`config.mk`:
```
export PLATFORM = sky130hd
export DESIGN_NAME = master_req_queue_flat
export DESIGN_NICKNAME = d
export VERILOG_FILES = /design/src/rtl/master_req_queue_if.sv /design/src/rtl/master_req_queue.sv /design/src/flat_wrapper.sv
export SDC_FILE = /design/constraint.sdc
export NUM_CORES = 1
export LEC_CHECK = 0
export CORE_MARGIN = 2
export CORE_UTILIZATION = 43
export DETAILED_ROUTE_END_ITERATION = 10
export GPL_ROUTABILITY_DRIVEN = 0
export GPL_TIMING_DRIVEN = 0
export PLACE_DENSITY_LB_ADDON = 0.2
export SLEW_MARGIN = 20
export SYNTH_ARGS = -nofsm -noshare
export SYNTH_HDL_FRONTEND = slang
export SYNTH_SLANG_ARGS = --single-unit
```
`constraint.sdc`:
```
create_clock -name clock -period 5 [get_ports clock]
set_input_delay 0.5 -clock clock [delete_from_list [all_inputs] [get_ports clock]]
set_output_delay 0.5 -clock clock [all_outputs]
set_load 0.05 [all_outputs]
```
`src/rtl/master_req_queue_if.sv`:
```
// Core-side request/response and fsm_master_1-side bus bundle for master_req_queue.
interface master_req_queue_if #(
    parameter int unsigned DATA_WIDTH = 32,
    parameter int unsigned ADDR_WIDTH = 16
) ();
    // core request channel
    logic                  in_valid;
    logic                  in_ready;
    logic                  in_cmd;
    logic [ADDR_WIDTH-1:0] in_addr;
    logic [DATA_WIDTH-1:0] in_wdata;
    // master bus towards fsm_master_1
    logic                  req_m;
    logic                  cmd_m;
    logic [ADDR_WIDTH-1:0] addr_m;
    logic [DATA_WIDTH-1:0] wdata_m;
    // slave return paths
    logic                  ack_1s;
    logic                  ack_2s;
    logic [DATA_WIDTH-1:0] rdata_1s;
    logic [DATA_WIDTH-1:0] rdata_2s;
    // core response channel
    logic                  rsp_valid;
    logic                  rsp_ready;
    logic                  rsp_cmd;
    logic [DATA_WIDTH-1:0] rsp_rdata;
    logic                  rsp_err;

    // queue side
    modport master (
        input  in_valid, in_cmd, in_addr, in_wdata,
        input  ack_1s, ack_2s, rdata_1s, rdata_2s,
        input  rsp_ready,
        output in_ready,
        output req_m, cmd_m, addr_m, wdata_m,
        output rsp_valid, rsp_cmd, rsp_rdata, rsp_err
    );

    // core / slave-path side
    modport slave (
        output in_valid, in_cmd, in_addr, in_wdata,
        output ack_1s, ack_2s, rdata_1s, rdata_2s,
        output rsp_ready,
        input  in_ready,
        input  req_m, cmd_m, addr_m, wdata_m,
        input  rsp_valid, rsp_cmd, rsp_rdata, rsp_err
    );
endinterface

```
`src/rtl/master_req_queue.sv`:
```
// Request front end for one crossbar master port: FIFO-buffers core
// transactions, issues them one at a time and returns data or timeout error.
module master_req_queue #(
    parameter int unsigned DATA_WIDTH = 32,
    parameter int unsigned ADDR_WIDTH = 16,
    parameter int unsigned DEPTH      = 4,
    parameter int unsigned TIMEOUT    = 64
) (
    input logic           clock,
    input logic           reset,
    master_req_queue_if.master bus
);
    localparam int unsigned PTR_W    = $clog2(DEPTH);
    localparam int unsigned CNT_W    = PTR_W + 1;
    localparam int unsigned TMR_W    = (TIMEOUT > 2) ? $clog2(TIMEOUT) : 1;
    localparam int unsigned TMR_LAST = (TIMEOUT == 0) ? 0 : TIMEOUT - 1;

    typedef struct packed {
        logic                  cmd;
        logic [ADDR_WIDTH-1:0] addr;
        logic [DATA_WIDTH-1:0] wdata;
    } entry_t;

    typedef enum logic [1:0] {IDLE, REQ, RSP} state_t;

    entry_t mem [DEPTH];

    state_t                state_q, state_d;
    logic [PTR_W-1:0]      wr_ptr_q, wr_ptr_d, rd_ptr_q, rd_ptr_d;
    logic [CNT_W-1:0]      count_q, count_d;
    logic                  in_ready_q, in_ready_d;
    logic [TMR_W-1:0]      tmr_q, tmr_d;
    logic                  req_q, req_d;
    logic                  cmd_q, cmd_d;
    logic [ADDR_WIDTH-1:0] addr_q, addr_d;
    logic [DATA_WIDTH-1:0] wdata_q, wdata_d;
    logic                  rsp_valid_q, rsp_valid_d;
    logic                  rsp_cmd_q, rsp_cmd_d;
    logic [DATA_WIDTH-1:0] rsp_rdata_q, rsp_rdata_d;
    logic                  rsp_err_q, rsp_err_d;

    entry_t                head;
    logic                  head_ack;
    logic                  sel_ack;
    logic [DATA_WIDTH-1:0] sel_rdata;
    logic                  push;
    logic                  pop;

    // Head-of-queue ack guard and in-flight slave selection by address MSB
    always_comb begin
        head      = mem[rd_ptr_q];
        head_ack  = head.addr[ADDR_WIDTH-1] ? bus.ack_2s : bus.ack_1s;
        sel_ack   = addr_q[ADDR_WIDTH-1] ? bus.ack_2s : bus.ack_1s;
        sel_rdata = addr_q[ADDR_WIDTH-1] ? bus.rdata_2s : bus.rdata_1s;
        push      = bus.in_valid & in_ready_q;
    end

    // Next-state, FIFO bookkeeping and registered output values
    always_comb begin
        state_d     = state_q;
        wr_ptr_d    = wr_ptr_q;
        rd_ptr_d    = rd_ptr_q;
        tmr_d       = tmr_q;
        req_d       = req_q;
        cmd_d       = cmd_q;
        addr_d      = addr_q;
        wdata_d     = wdata_q;
        rsp_valid_d = rsp_valid_q;
        rsp_cmd_d   = rsp_cmd_q;
        rsp_rdata_d = rsp_rdata_q;
        rsp_err_d   = rsp_err_q;
        pop         = 1'b0;

        case (state_q)
            IDLE: begin
                // launch only once the target slave has dropped any previous ack
                if (count_q != '0 && !head_ack) begin
                    pop     = 1'b1;
                    state_d = REQ;
                    req_d   = 1'b1;
                    cmd_d   = head.cmd;
                    addr_d  = head.addr;
                    wdata_d = head.wdata;
                    tmr_d   = '0;
                end
            end
            REQ: begin
                if (sel_ack) begin
                    state_d     = RSP;
                    req_d       = 1'b0;
                    cmd_d       = 1'b0;
                    addr_d      = '0;
                    wdata_d     = '0;
                    rsp_valid_d = 1'b1;
                    rsp_cmd_d   = cmd_q;
                    rsp_rdata_d = cmd_q ? '0 : sel_rdata;
                    rsp_err_d   = 1'b0;
                end else if (TIMEOUT != 0 && tmr_q == TMR_W'(TMR_LAST)) begin
                    state_d     = RSP;
                    req_d       = 1'b0;
                    cmd_d       = 1'b0;
                    addr_d      = '0;
                    wdata_d     = '0;
                    rsp_valid_d = 1'b1;
                    rsp_cmd_d   = cmd_q;
                    rsp_rdata_d = '0;
                    rsp_err_d   = 1'b1;
                end else begin
                    tmr_d = tmr_q + TMR_W'(1);
                end
            end
            RSP: begin
                if (bus.rsp_ready) begin
                    state_d     = IDLE;
                    rsp_valid_d = 1'b0;
                    rsp_err_d   = 1'b0;
                end
            end
            default: state_d = IDLE;
        endcase

        wr_ptr_d   = wr_ptr_q + PTR_W'(push);
        rd_ptr_d   = rd_ptr_q + PTR_W'(pop);
        count_d    = count_q + CNT_W'(push) - CNT_W'(pop);
        in_ready_d = (count_d < CNT_W'(DEPTH));
    end

    // State and output registers
    always_ff @(posedge clock or negedge reset) begin
        if (!reset) begin
            state_q     <= IDLE;
            wr_ptr_q    <= '0;
            rd_ptr_q    <= '0;
            count_q     <= '0;
            in_ready_q  <= 1'b1;
            tmr_q       <= '0;
            req_q       <= 1'b0;
            cmd_q       <= 1'b0;
            addr_q      <= '0;
            wdata_q     <= '0;
            rsp_valid_q <= 1'b0;
            rsp_cmd_q   <= 1'b0;
            rsp_rdata_q <= '0;
            rsp_err_q   <= 1'b0;
        end else begin
            state_q     <= state_d;
            wr_ptr_q    <= wr_ptr_d;
            rd_ptr_q    <= rd_ptr_d;
            count_q     <= count_d;
            in_ready_q  <= in_ready_d;
            tmr_q       <= tmr_d;
            req_q       <= req_d;
            cmd_q       <= cmd_d;
            addr_q      <= addr_d;
            wdata_q     <= wdata_d;
            rsp_valid_q <= rsp_valid_d;
            rsp_cmd_q   <= rsp_cmd_d;
            rsp_rdata_q <= rsp_rdata_d;
            rsp_err_q   <= rsp_err_d;
        end
    end

    // FIFO storage; validity is tracked by the pointers alone
    always_ff @(posedge clock) begin
        if (push) begin
            mem[wr_ptr_q] <= entry_t'({bus.in_cmd, bus.in_addr, bus.in_wdata});
        end
    end

    assign bus.in_ready  = in_ready_q;
    assign bus.req_m     = req_q;
    assign bus.cmd_m     = cmd_q;
    assign bus.addr_m    = addr_q;
    assign bus.wdata_m   = wdata_q;
    assign bus.rsp_valid = rsp_valid_q;
    assign bus.rsp_cmd   = rsp_cmd_q;
    assign bus.rsp_rdata = rsp_rdata_q;
    assign bus.rsp_err   = rsp_err_q;
endmodule

```
`src/flat_wrapper.sv`:
```
// flat-port wrapper written by rule: the top's interface ports become plain ports
module master_req_queue_flat 
#(
    parameter int unsigned DATA_WIDTH = 32,
    parameter int unsigned ADDR_WIDTH = 16,
    parameter int unsigned DEPTH      = 4,
    parameter int unsigned TIMEOUT    = 64
)
  (clock, reset, bus_in_valid, bus_in_cmd, bus_in_addr, bus_in_wdata, bus_ack_1s, bus_ack_2s, bus_rdata_1s, bus_rdata_2s, bus_rsp_ready, bus_in_ready, bus_req_m, bus_cmd_m, bus_addr_m, bus_wdata_m, bus_rsp_valid, bus_rsp_cmd, bus_rsp_rdata, bus_rsp_err);
  master_req_queue_if #(.DATA_WIDTH(DATA_WIDTH), .ADDR_WIDTH(ADDR_WIDTH)) bus_i ();
  input logic clock;
  input logic reset;
  input wire logic [$bits(bus_i.in_valid)-1:0] bus_in_valid;
  input wire logic [$bits(bus_i.in_cmd)-1:0] bus_in_cmd;
  input wire logic [$bits(bus_i.in_addr)-1:0] bus_in_addr;
  input wire logic [$bits(bus_i.in_wdata)-1:0] bus_in_wdata;
  input wire logic [$bits(bus_i.ack_1s)-1:0] bus_ack_1s;
  input wire logic [$bits(bus_i.ack_2s)-1:0] bus_ack_2s;
  input wire logic [$bits(bus_i.rdata_1s)-1:0] bus_rdata_1s;
  input wire logic [$bits(bus_i.rdata_2s)-1:0] bus_rdata_2s;
  input wire logic [$bits(bus_i.rsp_ready)-1:0] bus_rsp_ready;
  output wire logic [$bits(bus_i.in_ready)-1:0] bus_in_ready;
  output wire logic [$bits(bus_i.req_m)-1:0] bus_req_m;
  output wire logic [$bits(bus_i.cmd_m)-1:0] bus_cmd_m;
  output wire logic [$bits(bus_i.addr_m)-1:0] bus_addr_m;
  output wire logic [$bits(bus_i.wdata_m)-1:0] bus_wdata_m;
  output wire logic [$bits(bus_i.rsp_valid)-1:0] bus_rsp_valid;
  output wire logic [$bits(bus_i.rsp_cmd)-1:0] bus_rsp_cmd;
  output wire logic [$bits(bus_i.rsp_rdata)-1:0] bus_rsp_rdata;
  output wire logic [$bits(bus_i.rsp_err)-1:0] bus_rsp_err;
  assign bus_i.in_valid = bus_in_valid;
  assign bus_i.in_cmd = bus_in_cmd;
  assign bus_i.in_addr = bus_in_addr;
  assign bus_i.in_wdata = bus_in_wdata;
  assign bus_i.ack_1s = bus_ack_1s;
  assign bus_i.ack_2s = bus_ack_2s;
  assign bus_i.rdata_1s = bus_rdata_1s;
  assign bus_i.rdata_2s = bus_rdata_2s;
  assign bus_i.rsp_ready = bus_rsp_ready;
  assign bus_in_ready = bus_i.in_ready;
  assign bus_req_m = bus_i.req_m;
  assign bus_cmd_m = bus_i.cmd_m;
  assign bus_addr_m = bus_i.addr_m;
  assign bus_wdata_m = bus_i.wdata_m;
  assign bus_rsp_valid = bus_i.rsp_valid;
  assign bus_rsp_cmd = bus_i.rsp_cmd;
  assign bus_rsp_rdata = bus_i.rsp_rdata;
  assign bus_rsp_err = bus_i.rsp_err;
  master_req_queue #(.DATA_WIDTH(DATA_WIDTH), .ADDR_WIDTH(ADDR_WIDTH), .DEPTH(DEPTH), .TIMEOUT(TIMEOUT)) u_core (.clock(clock), .reset(reset), .bus(bus_i));
endmodule
```
==> results of run 1 <==
==> worst reg2reg max path, delay by kind of cell (launching register included) <==
family / cells / cell delay (ps)
adder cells (fa/ha/maj): 3 / 780
XOR/XNOR: 2 / 380
multiplexers: 2 / 890
flip-flops: 1 / 350
buffers and inverters: 5 / 480
AND/OR/NAND/NOR: 1 / 150
==> flip-flops by register name (all words and copies together) (netlist names) <==
register and flops:
u_core.mem 196, u_core.bus.rsp_rdata 32, u_core.bus.wdata_m 32, u_core.bus.addr_m 16
u_core.tmr_q 6, u_core.count_q 3, u_core.rd_ptr_q 2, u_core.state_q 2
u_core.wr_ptr_q 2, u_core.bus.cmd_m 1, u_core.bus.in_ready 1, u_core.bus.req_m 1
u_core.bus.rsp_cmd 1, u_core.bus.rsp_err 1, u_core.bus.rsp_valid 1
==> where the power goes <==
part	total, µW	leakage [µW]	switching (µW)	internal [µW]
sequential	3470	0.00307	256	3220
clock	2240	0.000492	899	1340
combinational	3760	0.00199	2260	1500
total	9470	0.00555	3420	6060
==> logic make-up (layout without fill, tap and decap cells) <==
group	count (synthesis)	in the layout	share of synthesized area (%)
buffers and inverters	44	325	1.991
DFF	297	297	73.97
adders and majority gates	10	10	1.166
muxes	85	85	13.00
AOI/OAI and AO/OA	105	105	6.897
other	0	1	0
xor gates and xnor gates	4	4	0.3081
and+or+nand+nor	65	65	2.662
==> how the worst min path moves through the flow <==
stage | endpoint | slack, ps
2_1_floorplan | u_core.bus.addr_m[0] | 200
3_3_place_gp | u_core.bus.req_m | 460
3_5_place_dp | u_core.bus.rsp_rdata[1] | 470
4_1_cts | u_core.bus.rsp_rdata[1] | 470
5_1_grt | u_core.bus.req_m | 490
6_report | u_core.bus.rsp_rdata[1] | 470
==> synthesized netlist by cell type (2+ instances only) <==
cell type / instances
edfxtp_1: 196
dfrtp_1: 100
a22o_1: 51
mux4_2: 49
nand2_1: 39
o21ai_0: 34
mux2i_1: 33
clkbuf_1: 18
inv_1: 11
ha_1: 9
nand3_1: 7
buf_4: 6
a21oi_1: 5
buf_6: 5
buf_1: 3
nor2_1: 3
nor3b_1: 3
xor2_1: 3
a21o_1: 2
a31oi_1: 2
and3_1: 2
nand4_1: 2
nor3_1: 2
o211ai_1: 2
or3_1: 2
==> metal layers <==
metal / routed length [µm] / share of wire, % / global-route usage (%) / vias up
met5: 0 / 0 / 0 / -
met4: 546 / 2.1 / 4.910 / 0
met3: 2168 / 8.5 / 5.276 / 49
met2: 12860 / 50 / 32.50 / 235
met1: 9901 / 39 / 22.13 / 3325
li1: - / - / - / 2931
==> metrics by stage <==
stage	setup WS [ps]	hold WS (ps)	TNS [ps]	instance area [µm²]
4_1_cts	1827	472.3	0	15060
5_1_grt	1646	492.8	0	15060
6_report	1852	465.8	0	15060
3_5_place_dp	1843	465.7	0	14040
3_3_place_gp	-3383	460.4	-557210	13840
2_1_floorplan	-5.246	204.4	-257.1	11370
==> final cells by class <==
| type | count | area (µm²) |
|---|---|---|
| Tap cell | 335 | 419.2 |
| Antenna cell | 1 | 2.502 |
| Clock inverter | 16 | 158.9 |
| Timing Repair Buffer | 225 | 2236 |
| Fill cell | 1997 | 10920 |
| Multi-Input combinational cell | 269 | 2754 |
| Inverter | 11 | 41.29 |
| Sequential cell | 297 | 8414 |
| Buffer | 33 | 185.2 |
| Clock buffer | 40 | 849.6 |
==> tab_implementation.tex, run 1 <==
\begin{tabular}{lr}
\hline
Metric & Value \\
\hline
\multicolumn{2}{l}{\textbf{Global routing}} \\
\quad Total global routing track utilization & 18.37\% \\
\quad Number of antenna violations at the first check in global routing & 1 \\
\quad Maximum number of pins on one net before global-route repair & 54 \\
\quad Number of global-route vias before repair & 7,131 \\
\quad Global-route wire length before repair & 40,030 µm \\
\quad Total congestion overflow & 0 \\
\multicolumn{2}{l}{\textbf{Setup path}} \\
\quad Library cell appearing most often on the critical path & inv\_1 \\
\quad Worst Path Max Fanout & 5 \\
\quad Worst setup path category & reg -> reg \\
\quad Worst setup startpoint & u\_core.rd\_ptr\_q[0] \\
\quad Cell family with most CP delay & multiplexers \\
\quad Depth of the worst register-to-register path & 13 \\
\quad Required time of the critical path & 5430 ps \\
\quad Cell Chain, Critical Path & clkbuf\_2 -> mux4\_2 -> mux2i\_4 -> nand2\_2 -> inv\_1 -> ha\_1 -> inv\_1 -> ha\_1 -> inv\_1 -> fa\_1 -> xnor2\_1 -> xor2\_1 -> inv\_1 \\
\quad Reg2Reg Capture Point & u\_core.count\_q[2] \\
\quad Critical path capture point type & flop \\
\quad CP arrival & 3580 ps \\
\quad Register-to-Register Setup Slack & 1850 ps \\
\quad Cell at the slowest stage of the critical path & mux4\_2 \\
\quad Critical path capture point & u\_core.count\_q[2] \\
\quad Reg-to-reg critical path startpoint & u\_core.rd\_ptr\_q[0] \\
\quad Crit. path cell count & 13 \\
\quad Crit-path max cell delay & 570 ps \\
\quad Buffers plus inverters on the worst setup path & 5 \\
\quad Kind of start point of the critical path & flop \\
\multicolumn{2}{l}{\textbf{STA}} \\
\quad Clock period minus final worst setup slack & 3148 ps \\
\quad Remaining max-slew budget at the tightest pin & 37.97\% \\
\quad Slew of the pin with the lowest slew margin & 930.5 ps \\
\quad Count of pins over their slew limit & 0 \\
\quad Clk\_skew & 13.35 ps \\
\quad Count of endpoints failing hold in the final timing report & 0 \\
\quad Setup repair after global routing missed its margin & false \\
\quad Finish-stage setup viols & 0 \\
\quad Maximum operating frequency & 317.7 MHz \\
\quad Period utilization & 62.95\% \\
\multicolumn{2}{l}{\textbf{Job}} \\
\quad Number of max-cap violations & 0 \\
\multicolumn{2}{l}{\textbf{Cells and area}} \\
\quad Most frequent standard cell in the layout excluding fill and tap cells & clkdlybuf4s50\_1 \\
\quad Area added between synthesis and finish & 32.41\% \\
\quad Fraction of layout instances using a drive strength above 1 & 15.94\% \\
\quad Final standard cell count with taps included and fillers excluded & 1,227 \\
\quad Post-layout util & 57.96\% \\
\quad Number of nets in the layout & 996 \\
\quad Highest-count cells in the layout ignoring fill and taps & 203 x clkdlybuf4s50\_1, 196 x edfxtp\_1, 100 x dfrtp\_1 \\
\multicolumn{2}{l}{\textbf{Power}} \\
\quad Static leakage & 0.005555 µW \\
\quad Overall power consumption & 9475 µW \\
\quad Worst IR drop on VDD & 399.7 µV \\
\quad Pwr Density & 629.1 nW/µm² \\
\multicolumn{2}{l}{\textbf{Clocking}} \\
\quad Clock tree from TritonCTS & built \\
\quad Root Buffer Master & clkbuf\_16 \\
\quad Cells resized by post-CTS repair & 0 \\
\quad Number of clock sinks & 297 \\
\quad H-tree levels & 1 \\
\quad TritonCTS Buffers & 30 \\
\quad Post-CTS setup repair buffer count & 0 \\
\quad Quantity of hold-fixing buffers added after cts & 1 \\
\quad Latest clock arrival within the worst-skew pair & 550 ps \\
\quad Number of buffers on the longest clock path & 3 \\
\quad Register clock-pin slew on the reported worst setup and hold paths & 60 ps \\
\multicolumn{2}{l}{\textbf{Logic synthesis}} \\
\quad Count of flip-flops with a built-in enable after synthesis & 196 \\
\quad Largest cells by area after synthesis & edfxtp\_1 52\%, dfrtp\_1 22\%, mux4\_2 9.7\%, a22o\_1 3.9\%, mux2i\_1 2.9\% \\
\quad Gate count after technology mapping & 610 \\
\quad Combined area of all synthesized cells & 11,370 µm² \\
\quad Library cell occupying the most area in the post-synthesis netlist & edfxtp\_1 \\
\quad Leading register cell type out of synthesis & edfxtp\_1 \\
\quad Net count of the mapped netlist & 739 \\
\quad Share of flip-flops with an asynchronous set or reset after synthesis & 34.01\% \\
\quad Synthesized area per cell & 18.65 µm² \\
\quad Synth top area share & 51.74\% \\
\quad Warnings from Yosys & 0 \\
\quad Portion of the post-synthesis area used by sequential elements & 73.97\% \\
\quad Number of synthesized register bits & 297 \\
\quad Count of different cell masters after synthesis & 46 \\
\multicolumn{2}{l}{\textbf{Route}} \\
\quad DRC viols & 0 \\
\quad DR pass1 iterations & 5 \\
\quad Vias/cell & 5.330 \\
\quad Total via count after detailed routing & 6,540 \\
\quad Total wirelength of the detailed-routed design & 25,480 µm \\
\quad Remaining number of nets flagged by the antenna check after routing & 0 \\
\quad Drt first-iter violations & 381 \\
\quad Average routed wire per standard cell & 20.77 µm \\
\multicolumn{2}{l}{\textbf{Die}} \\
\quad Vert. Die Dim & 166.6 µm \\
\quad Starting density of the core & 43.77\% \\
\quad Row cnt & 59 \\
\quad Standard cell core area & 25,980 µm² \\
\quad Die Wd & 166.6 µm \\
\quad Die Outline Area & 27,770 µm² \\
\quad IO Pins & 205 \\
\multicolumn{2}{l}{\textbf{Placement}} \\
\quad Post-placement cell count & 1,169 \\
\quad Post-detail-place hpwl & 17,580 µm \\
\quad Count of input and output buffers & 204 \\
\multicolumn{2}{l}{\textbf{Status}} \\
\quad Result of the run & complete, no violations \\
\multicolumn{2}{l}{\textbf{Min path}} \\
\quad Hold WC Path Type & in -> async \\
\hline
\end{tabular}
(Power assumes the default switching activity.)
==> run 2, diff against run 1 <==
- clock period: 5 -> 3.2 ns (I/O delays scaled with it)
==> run 2 against run 1 <==
  * First-iteration DRC count down 0.52%
  * Power is 58% higher
  * Worst setup slack got worse by 1700 ps
  * Critical endpoint unchanged
  * Die area unchanged
==> tab_implementation.tex, run 2 (synthesized netlist as in run 1, its figures left out) <==
\begin{tabular}{lr}
\hline
Metric & Value \\
\hline
\multicolumn{2}{l}{\textbf{Job}} \\
\quad Number of max-cap violations & 0 (unchanged) \\
\multicolumn{2}{l}{\textbf{Global routing}} \\
\quad Total congestion overflow & 0 (unchanged) \\
\quad Maximum number of pins on one net before global-route repair & 52 (-3.7\%) \\
\quad Total global routing track utilization & 18.61\% (+0.24 points) \\
\quad Number of antenna violations at the first check in global routing & 1 (unchanged) \\
\quad Number of global-route vias before repair & 6,925 (-2.9\%) \\
\quad Global-route wire length before repair & 39,990 µm (-0.10\%) \\
\multicolumn{2}{l}{\textbf{Route}} \\
\quad Post-Route M1 WL & 10,020 µm (+1.2\%) \\
\quad Average routed wire per standard cell & 21.00 µm (+1.1\%) \\
\quad DR pass1 iterations & 5 (unchanged) \\
\quad Highest signal layer in the routed design & met4 \\
\quad Total via count after detailed routing & 6,474 (-1.0\%) \\
\quad Sum of met3 wire segment lengths after detailed routing & 2050 µm (-5.4\%) \\
\quad Remaining number of nets flagged by the antenna check after routing & 0 (unchanged) \\
\quad Total wirelength of the detailed-routed design & 25,710 µm (+0.88\%) \\
\quad Met2 Routed Length & 13,150 µm (+2.2\%) \\
\quad Drt first-iter violations & 379 (-0.52\%) \\
\quad DRC viols & 0 (unchanged) \\
\quad Vias/cell & 5.289 (-0.77\%) \\
\multicolumn{2}{l}{\textbf{Setup path}} \\
\quad Worst setup path category & reg -> reg \\
\quad Cell Chain, Critical Path & clkbuf\_2 -> mux4\_2 -> mux2i\_4 -> nand2\_2 -> inv\_1 -> ha\_1 -> inv\_1 -> ha\_1 -> inv\_1 -> fa\_1 -> xnor2\_1 -> xor2\_1 -> inv\_1 \\
\quad Critical path capture point type & flop \\
\quad Worst Path Max Fanout & 4 (-1) \\
\quad Cell at the slowest stage of the critical path & mux4\_2 \\
\quad Library cell appearing most often on the critical path & inv\_1 \\
\quad Cell family with most CP delay & adder cells \\
\quad Kind of start point of the critical path & flop \\
\quad Crit-path max cell delay & 570 ps (about the same) \\
\quad Required time of the critical path & 3640 ps (-1790 ps) \\
\quad Buffers plus inverters on the worst setup path & 5 (unchanged) \\
\quad CP arrival & 3460 ps (-120 ps) \\
\multicolumn{2}{l}{\textbf{STA}} \\
\quad Remaining max-slew budget at the tightest pin & 37.87\% (-0.092 points) \\
\quad Fin Setup TNS & 0 ps (unchanged) \\
\quad Finish-stage setup viols & 0 (unchanged) \\
\quad Slew of the pin with the lowest slew margin & 931.9 ps (+1.375 ps) \\
\quad Period utilization & 94.48\% (+32 points) \\
\quad Maximum operating frequency & 330.8 MHz (+4.1\%) \\
\quad Count of endpoints failing hold in the final timing report & 0 (unchanged) \\
\quad Count of pins over their slew limit & 0 (unchanged) \\
\quad Worst hold margin & 279.5 ps (-186.3 ps) \\
\quad Clk\_skew & 10.19 ps (-3.164 ps) \\
\quad Clock period minus final worst setup slack & 3023 ps (-124.4 ps) \\
\quad Setup repair after global routing missed its margin & false \\
\multicolumn{2}{l}{\textbf{Cells and area}} \\
\quad Reg with most FFs & u\_core.mem \\
\quad Flip-flop count of the largest register, all copies and words added & 196 (unchanged) \\
\quad Final standard cell count with taps included and fillers excluded & 1,224 (-0.24\%) \\
\quad Fraction of layout instances using a drive strength above 1 & 15.32\% (-0.62 points) \\
\quad Highest-count cells in the layout ignoring fill and taps & 203 x clkdlybuf4s50\_1, 196 x edfxtp\_1, 100 x dfrtp\_1 \\
\quad Area added between synthesis and finish & 33.18\% \\
\quad Total of fill cells in the finished design & 2,011 (+0.70\%) \\
\quad Most frequent standard cell in the layout excluding fill and tap cells & clkdlybuf4s50\_1 \\
\quad Post-layout util & 58.30\% (+0.34 points) \\
\quad Number of nets in the layout & 992 (-0.40\%) \\
\multicolumn{2}{l}{\textbf{Clocking}} \\
\quad Cells resized by post-CTS repair & 0 (unchanged) \\
\quad H-tree levels & 1 (unchanged) \\
\quad Number of buffers on the longest clock path & 3 (unchanged) \\
\quad TritonCTS Buffers & 31 (+3.3\%) \\
\quad Latest clock arrival within the worst-skew pair & 560 ps (about the same) \\
\quad Register clock-pin slew on the reported worst setup and hold paths & 60 ps (about the same) \\
\quad Root Buffer Master & clkbuf\_16 \\
\quad Clock tree from TritonCTS & built \\
\quad Number of clock sinks & 297 (unchanged) \\
\multicolumn{2}{l}{\textbf{Die}} \\
\quad Vert. Die Dim & 166.6 µm (unchanged) \\
\quad Die Outline Area & 27,770 µm² (unchanged) \\
\quad IO Pins & 205 (unchanged) \\
\quad Standard cell core area & 25,980 µm² (unchanged) \\
\quad Starting density of the core & 43.77\% (unchanged) \\
\quad Die Wd & 166.6 µm (unchanged) \\
\quad Row cnt & 59 (unchanged) \\
\multicolumn{2}{l}{\textbf{Placement}} \\
\quad Post-placement cell count & 1,163 (-0.51\%) \\
\quad Post-detail-place hpwl & 17,910 µm (+1.9\%) \\
\quad Count of input and output buffers & 204 (unchanged) \\
\multicolumn{2}{l}{\textbf{Power}} \\
\quad Combinational fraction of design power & 39.5\% (-0.2 points) \\
\quad Fraction of power consumed by sequential logic & 36.4\% (-0.2 points) \\
\quad Worst IR drop on VDD & 770.5 µV (+93\%) \\
\quad Net Switching & 5395 µW (+58\%) \\
\quad Internal Dissipation & 9570 µW (+58\%) \\
\quad Switching Share & 36.05\% (about the same) \\
\quad Static leakage & 0.005578 µW (+0.41\%) \\
\quad Pwr Density & 987.9 nW/µm² (+57\%) \\
\quad Overall power consumption & 14,970 µW (+58\%) \\
\quad Part of the power in the clock network & 24.1\% (+0.5 points) \\
\multicolumn{2}{l}{\textbf{Status}} \\
\quad Result of the run & complete, no violations \\
\multicolumn{2}{l}{\textbf{Min path}} \\
\quad Hold WC Path Type & in -> async \\
\hline
\end{tabular}
[run 2: repair_timing]
action	4_1_cts	5_1_grt
endpoints found under the hold margin	50	0
endpoints found under the setup margin	0	2
setup buffers	0	1
hold buffers	1	0
[run 2: power by group through the flow]
stage          registers [µW]  clock network, µW  logic [µW]
2_1_floorplan            6900                  0        2520
3_3_place_gp             5520                  0        5770
3_5_place_dp             5520                  0        6000
4_1_cts                  5460               3690        6010
5_1_grt                  5540               3870        6300
6_report                 5450               3610        5910
[run 2: layout make-up]
class | instances | area, µm² | area share, %
Sequential cell | 297 | 8414 | 55.55
Multi-Input combinational cell | 269 | 2773 | 18.30
Timing Repair Buffer | 220 | 2270 | 14.98
Clock buffer | 47 | 895.9 | 5.914
Tap cell | 335 | 419.2 | 2.767
Buffer | 33 | 185.2 | 1.222
Clock inverter | 11 | 147.6 | 0.9746
Inverter | 11 | 41.29 | 0.2726
Antenna cell | 1 | 2.502 | 0.01652
[run 2: final timing paths]
path / startpoint / to / slack [ps] / cells after the start
worst max register to register: u_core.rd_ptr_q[0] / u_core.count_q[2] / 180 / 13
worst max-delay path: u_core.rd_ptr_q[0] / u_core.count_q[2] / 180 / 13
worst min-delay path: reset / u_core.bus.rsp_rdata[24] / 280 / 2
worst min register to register: u_core.bus.rsp_rdata[7] / u_core.bus.rsp_rdata[7] / 480 / 2
min in group clock: bus_in_addr[5] / u_core.mem[0][37] / 390 / 1
max in group asynchronous: reset / u_core.bus.in_ready / 2240 / 3
[run 2: layer usage]
metal	global-route usage [%]	up-vias
met4	4.048	0
met2	33.51	239
li1	-	2934
met3	5.513	33
met5	0	-
met1	22.17	3268
[run 2: stage by stage]
step           worst slack, ps  cell area, µm²
2_1_floorplan           -102.3           11390
3_3_place_gp             -2432           13850
3_5_place_dp             33.67           14080
4_1_cts                  28.80           15140
5_1_grt                  12.46           15150
6_report                 176.6           15150
